$ cat src/rtl/game_pkg.sv
// Shared definitions for the note game's video path: screen geometry, the
// "no note" marker, palette entries and the sprite drawer's state encoding.
// No ports; imported by note_sprite_drawer and rect_scanner.
package game_pkg;

    // VGA adapter resolution (160x120, 3-bit colour).
    localparam int unsigned SCREEN_W = 160;
    localparam int unsigned SCREEN_H = 120;

    // note_y value meaning "this lane has no note this frame".
    localparam logic [7:0] NO_NOTE_Y = 8'hFF;

    // Palette entries used by the lane drawers.
    localparam logic [2:0] COLOUR_BLACK  = 3'b000;
    localparam logic [2:0] COLOUR_YELLOW = 3'b110;

    // Scan counter widths: cover NOTE_W up to 32 and NOTE_H up to 16.
    localparam int unsigned DX_W = 5;
    localparam int unsigned DY_W = 4;

    typedef enum logic [1:0] {
        StIdle,
        StErase,
        StDraw,
        StFinish
    } drawer_state_e;

    // Coordinates are 9-bit sums so a rectangle hanging off the bottom or
    // right edge is clipped rather than wrapped back onto the screen.
    function automatic logic on_screen(input logic [8:0] x, input logic [8:0] y);
        return (x <= 9'(SCREEN_W - 1)) && (y <= 9'(SCREEN_H - 1));
    endfunction

endpackage

$ cat src/rtl/rect_scanner.sv
// Row-major scan counter over a NOTE_W x NOTE_H rectangle.
//   clk_i     : clock, rising edge
//   rst_ni    : synchronous active-low reset
//   clear_i   : restart the scan at (0,0); wins over advance_i
//   advance_i : step to the next pixel (dx inner, dy outer), wraps after last
//   dx_o/dy_o : current offset inside the rectangle
//   last_o    : current offset is the final pixel (NOTE_W-1, NOTE_H-1)
module rect_scanner
    import game_pkg::*;
#(
    parameter int unsigned NOTE_W = 16,
    parameter int unsigned NOTE_H = 4
) (
    input  logic            clk_i,
    input  logic            rst_ni,
    input  logic            clear_i,
    input  logic            advance_i,
    output logic [DX_W-1:0] dx_o,
    output logic [DY_W-1:0] dy_o,
    output logic            last_o
);

    localparam logic [DX_W-1:0] DxLast = DX_W'(NOTE_W - 1);
    localparam logic [DY_W-1:0] DyLast = DY_W'(NOTE_H - 1);

    logic [DX_W-1:0] dx_q, dx_d;
    logic [DY_W-1:0] dy_q, dy_d;
    logic            row_end;

    assign row_end = (dx_q == DxLast);

    always_comb begin
        dx_d = dx_q;
        dy_d = dy_q;
        if (clear_i) begin
            dx_d = '0;
            dy_d = '0;
        end else if (advance_i) begin
            if (row_end) begin
                dx_d = '0;
                // Wrapping at the end lets ERASE hand over straight to DRAW.
                dy_d = (dy_q == DyLast) ? '0 : dy_q + 1'b1;
            end else begin
                dx_d = dx_q + 1'b1;
            end
        end
    end

    always_ff @(posedge clk_i) begin
        if (!rst_ni) begin
            dx_q <= '0;
            dy_q <= '0;
        end else begin
            dx_q <= dx_d;
            dy_q <= dy_d;
        end
    end

    assign dx_o   = dx_q;
    assign dy_o   = dy_q;
    assign last_o = row_end && (dy_q == DyLast);

endmodule

$ cat src/rtl/note_sprite_drawer.sv
// Per-lane note sprite drawer. On each frame tick it erases the note
// rectangle at the previous y (if one was drawn) and draws it at the new y,
// streaming one registered pixel per clock to the VGA adapter write port.
//   clk        : clock, rising edge
//   resetn     : synchronous active-low reset, abandons any frame in flight
//   start      : frame tick, only honoured while idle
//   note_y     : new note top row, 8'hFF = no note
//   vga_x/y    : pixel coordinate (y is the low 7 bits of the 9-bit sum)
//   vga_colour : pixel colour (background while erasing, note while drawing)
//   vga_plot   : write strobe, low for pixels clipped off screen
//   busy       : high from the cycle after an accepted start through done
//   done       : one-cycle pulse when the frame update is complete
module note_sprite_drawer
    import game_pkg::*;
#(
    parameter logic [7:0]  LANE_X      = 8'd0,
    parameter int unsigned NOTE_W      = 16,
    parameter int unsigned NOTE_H      = 4,
    parameter logic [2:0]  NOTE_COLOUR = COLOUR_YELLOW,
    parameter logic [2:0]  BG_COLOUR   = COLOUR_BLACK
) (
    input  logic       clk,
    input  logic       resetn,
    input  logic       start,
    input  logic [7:0] note_y,
    output logic [7:0] vga_x,
    output logic [6:0] vga_y,
    output logic [2:0] vga_colour,
    output logic       vga_plot,
    output logic       busy,
    output logic       done
);

    drawer_state_e state_q, state_d;

    logic [7:0] new_y_q, new_y_d;
    logic [7:0] prev_y_q, prev_y_d;
    logic       prev_valid_q, prev_valid_d;

    logic [7:0] vga_x_q, vga_x_d;
    logic [6:0] vga_y_q, vga_y_d;
    logic [2:0] vga_colour_q, vga_colour_d;
    logic       vga_plot_q, vga_plot_d;
    logic       busy_q, busy_d;
    logic       done_q, done_d;

    logic            scan_clear;
    logic            scan_advance;
    logic [DX_W-1:0] scan_dx;
    logic [DY_W-1:0] scan_dy;
    logic            scan_last;

    logic [7:0] base_y;
    logic [8:0] x_sum;
    logic [8:0] y_sum;

    rect_scanner #(
        .NOTE_W (NOTE_W),
        .NOTE_H (NOTE_H)
    ) u_scanner (
        .clk_i     (clk),
        .rst_ni    (resetn),
        .clear_i   (scan_clear),
        .advance_i (scan_advance),
        .dx_o      (scan_dx),
        .dy_o      (scan_dy),
        .last_o    (scan_last)
    );

    // Pixel address for the current scan position of whichever phase is active.
    assign base_y = (state_q == StErase) ? prev_y_q : new_y_q;
    assign x_sum  = {1'b0, LANE_X} + 9'(scan_dx);
    assign y_sum  = {1'b0, base_y} + 9'(scan_dy);

    always_comb begin
        state_d      = state_q;
        new_y_d      = new_y_q;
        prev_y_d     = prev_y_q;
        prev_valid_d = prev_valid_q;
        vga_x_d      = vga_x_q;
        vga_y_d      = vga_y_q;
        vga_colour_d = vga_colour_q;
        vga_plot_d   = 1'b0;
        done_d       = 1'b0;
        // Registered, so busy trails the state by one cycle like the pixels do.
        busy_d       = (state_q != StIdle);
        scan_clear   = 1'b0;
        scan_advance = 1'b0;

        unique case (state_q)
            StIdle: begin
                if (start) begin
                    new_y_d    = note_y;
                    scan_clear = 1'b1;
                    if (prev_valid_q) begin
                        state_d = StErase;
                    end else if (note_y == NO_NOTE_Y) begin
                        state_d = StFinish;
                    end else begin
                        state_d = StDraw;
                    end
                end
            end

            StErase, StDraw: begin
                vga_x_d      = x_sum[7:0];
                vga_y_d      = y_sum[6:0];
                vga_colour_d = (state_q == StErase) ? BG_COLOUR : NOTE_COLOUR;
                vga_plot_d   = on_screen(x_sum, y_sum);
                scan_advance = 1'b1;
                if (scan_last) begin
                    if (state_q == StErase && new_y_q != NO_NOTE_Y) begin
                        state_d = StDraw;
                    end else begin
                        state_d = StFinish;
                    end
                end
            end

            StFinish: begin
                done_d       = 1'b1;
                prev_y_d     = new_y_q;
                prev_valid_d = (new_y_q != NO_NOTE_Y);
                state_d      = StIdle;
            end

            default: begin
                state_d = StIdle;
            end
        endcase
    end

    always_ff @(posedge clk) begin
        if (!resetn) begin
            state_q      <= StIdle;
            new_y_q      <= '0;
            prev_y_q     <= '0;
            prev_valid_q <= 1'b0;
            vga_x_q      <= '0;
            vga_y_q      <= '0;
            vga_colour_q <= '0;
            vga_plot_q   <= 1'b0;
            busy_q       <= 1'b0;
            done_q       <= 1'b0;
        end else begin
            state_q      <= state_d;
            new_y_q      <= new_y_d;
            prev_y_q     <= prev_y_d;
            prev_valid_q <= prev_valid_d;
            vga_x_q      <= vga_x_d;
            vga_y_q      <= vga_y_d;
            vga_colour_q <= vga_colour_d;
            vga_plot_q   <= vga_plot_d;
            busy_q       <= busy_d;
            done_q       <= done_d;
        end
    end

    assign vga_x      = vga_x_q;
    assign vga_y      = vga_y_q;
    assign vga_colour = vga_colour_q;
    assign vga_plot   = vga_plot_q;
    assign busy       = busy_q;
    assign done       = done_q;

endmodule

$ cat config.mk
export PLATFORM = sky130hd
export DESIGN_NAME = note_sprite_drawer
export DESIGN_NICKNAME = d
export VERILOG_FILES = /design/src/rtl/game_pkg.sv /design/src/rtl/rect_scanner.sv /design/src/rtl/note_sprite_drawer.sv
export SDC_FILE = /design/constraint.sdc
export NUM_CORES = 1
export LEC_CHECK = 0
export ABC_CLOCK_PERIOD_IN_PS = 2820
export BUFFER_PORTS_ARGS = -buffer_cell sky130_fd_sc_hd__buf_2
export CAP_MARGIN = 20
export CORE_MARGIN = 1
export CORE_UTILIZATION = 59
export CTS_BUF_LIST = sky130_fd_sc_hd__clkbuf_2
export CTS_CLUSTER_DIAMETER = 150
export DETAILED_ROUTE_END_ITERATION = 10
export PLACE_DENSITY = 0.79
export SYNTH_ARGS = -nofsm -noshare
export SYNTH_HDL_FRONTEND = slang
export SYNTH_SLANG_ARGS = --single-unit
$ cat constraint.sdc
create_clock -name clk -period 2.82 [get_ports clk]
set_input_delay 0.423 -clock clk [delete_from_list [all_inputs] [get_ports clk]]
set_output_delay 0.423 -clock clk [all_outputs]
set_load 0.05 [all_outputs]
==> metrics <==
fmax 395.3 MHz; Initial Utilization 63.29%; Post-synth EDFFs 0; sw power 0.7757 mW; clk_lat worst skew 0.42 ns; Tmin final 2.530 ns; Clock transition at path regs 0.22 ns; storage element area 880.8 µm²; Pwr Total 1.894 mW; switching part of the total 40.96%; share of cells above drive strength 1 16.86%; Slew headroom 58.05%; Num Clock Sinks 44; post-synthesis sequential area ratio 40.44%; Cell Area, Synth 2178 µm²; count of input and output buffers 27; status complete, no violations; routed via count 1670; Hold Violations, Final 0; global-route wire length before repair 6962 µm; Worst EP required 3.16 ns; Yosys top cell by area dfxtp_1; PD cells 796.1 nW/µm²; # setup viols final 0; Clk pwr share 19.0%; Syn Inst Count 236; Die Y 62.76 µm; Synth top area share 40.44%; Critical Path End Type register; Tightest Pin Transition 0.6292 ns; Row Count 21; CTS tree done; clock skew 0.01295 ns; hold_buf cts 0; Setup Crit Path Kind reg -> reg; Unique masters post-synth 38; internal power component 1.118 mW; initial antenna violation count 0; DR iter-0 viols 115; Comb power frac 40.8%; die area 3939 µm²; RSZ-0062 raised after global routing false; Clock Path Buffers 2; drt pass-1 iters 4; NumNets Final 283; CP max stage delay 0.38 ns; Area contributors post-synth dfxtp_1 40%, mux2i_1 9.6%, ha_1 6.3%; clk root buf clkbuf_2; Critical-path top delay cell dfxtp_1; Routed WL 4147 µm; most frequent cell after synthesis dfxtp_1; Min-Delay Path Class in -> reg; ys async rst share 0%; maximum VDD drop 0.5459 mV; Seq cells post-synth 44; area grow syn2layout 9.190%; Post-CTS Resized 0; DP HPWL 3019 µm; footprint of the multi-input gates 1192 µm²; filler cell count 282; Overflow after GRT 0; Max-Cap Viols 0; RePlAce Congestion 0.8120; leakage 0.9756 nW; Post-CTS Setup Bufs 0; critical path arrival 2.87 ns; GRT Resource Usage Total 22.64%; drt via density 5.440; H-tree levels 2; pin count of the biggest net entering global routing 38; synthesis warning total 0; worst-path cell chain inv_1 > ha_1 > buf_4 > mux2_2 > ha_1 > nor3b_1 > o21ai_0 > xor2_1 > a31o_2; top-level port count 32; total CTS buffers 5; Core ar. 3442 µm²; ant diodes 0; post-route ant nets 0; most used cell, CP ha_1; maximum net fanout on the critical path 8; Sequential Power Share 40.2%; Die Wd 62.76 µm; Avg WL per Cell 13.51 µm; vias in the first global route 1530; Synth top cells by count 44 x dfxtp_1, 25 x nand2_1, 21 x mux2i_1; Pins Over Slew Limit 0; setup TNS 0 ns; Remaining DRCs 0; final worst-path cycle share 89.70%; Most used DFF post-synth dfxtp_1; Mean Syn Cell Area 9.230 µm²; CP Launch Type register
-- through the flow --
step	utilization, %	hold slack, ns	setup slack (ns)	area [µm²]	std cells
floorplan	-	0.4183	0.4092	2190	239
global placement	67.14	0.4409	0.4160	2311	299
detailed placement	67.14	0.4457	0.3276	2311	299
CTS	69.10	0.2436	0.2925	2379	307
global route	69.10	0.2467	0.04283	2379	307
finish	69.10	0.2486	0.2905	2379	307
-- cells by family after synthesis --
| logic type | Yosys count | share of synthesized area (%) |
|---|---|---|
| simple gates | 90 | 21.02 |
| xor+xnor | 8 | 3.217 |
| fa+ha+maj | 12 | 7.237 |
| buf+inv | 23 | 5.342 |
| flops | 44 | 40.44 |
| mux | 26 | 12.23 |
| other cells | 1 | 0.1721 |
| compound gates | 32 | 10.34 |
-- power by group through the flow --
stage	combinational, mW	clock (mW)	sequential [mW]
after floorplan	0.519	0	0.881
after global placement	0.761	0	0.771
after detailed placement	0.773	0	0.773
after CTS	0.777	0.363	0.761
after global routing	0.854	0.383	0.774
final	0.773	0.360	0.761
-- critical path: cells and delay by family, from the launching register on --
family / cells / cell delay [ns]
DFF: 1 / 0.38
AOI/OAI and AO/OA: 2 / 0.40
buffers and inverters: 2 / 0.31
and+or+nand+nor: 1 / 0.26
xor gates and xnor gates: 1 / 0.17
adders and majority gates: 2 / 0.58
muxes: 1 / 0.36
-- placed cells by master, fill, tap and decap left out, types with 2 or more instances in the layout --
| master | Yosys | layout |
|---|---|---|
| a211oi_1 | 2 | 2 |
| a21boi_0 | 8 | 8 |
| a21oi_1 | 7 | 7 |
| and2_1 | 3 | 3 |
| buf_2 | 3 | 27 |
| buf_4 | 5 | 2 |
| clkbuf_2 | 0 | 5 |
| clkinv_1 | 1 | 2 |
| conb_1 | 1 | 4 |
| dfxtp_1 | 44 | 44 |
| ha_1 | 11 | 11 |
| inv_1 | 7 | 7 |
| mux2_2 | 5 | 5 |
| mux2i_1 | 21 | 21 |
| nand2_1 | 25 | 25 |
| nand2b_1 | 2 | 2 |
| nand3_1 | 9 | 9 |
| nand4_1 | 7 | 7 |
| nor2_1 | 15 | 15 |
| nor2b_1 | 18 | 18 |
| nor3_1 | 6 | 6 |
| o211a_1 | 4 | 4 |
| o21ai_0 | 5 | 5 |
| xnor2_1 | 3 | 3 |
| xor2_1 | 5 | 5 |
-- layer usage --
layer	GRT usage [%]	wire (µm)	part of all wire [%]
met1	29.26	2028	49
met4	9.593	36	0.87
met3	4.015	174	4.2
met2	36.96	1909	46
met5	0	0	0
-- flip-flops by register name, indices dropped and copies added, names as in the netlist --
name	count
vga_y	7
vga_plot	1
new_y_q	8
vga_x	5
u_scanner.dx_o	5
prev_y_q	8
prev_valid_q	1
busy	1
done	1
vga_colour	1
state_q	2
u_scanner.dy_o	4
-- final timing paths --
kind / startpoint / end / slack (ns) / depth (start not counted)
worst max-delay path: state_q[1] / vga_y[5] / 0.29 / 9
worst min-delay path: note_y[0] / new_y_q[0] / 0.25 / 3
worst max register to register: state_q[1] / vga_y[5] / 0.29 / 9
worst min register to register: u_scanner.dx_o[4] / u_scanner.dx_o[4] / 0.47 / 2
-- layout make-up --
type / count / share of cell area, %
Timing Repair Buffer: 29 / 6.312
Multi-Input combinational cell: 172 / 50.13
Clock buffer: 5 / 1.052
Tap cell: 46 / 2.420
Inverter: 8 / 1.262
Sequential cell: 44 / 37.03
Clock inverter: 3 / 1.789
Note: power is estimated with default switching activity, not from simulation.
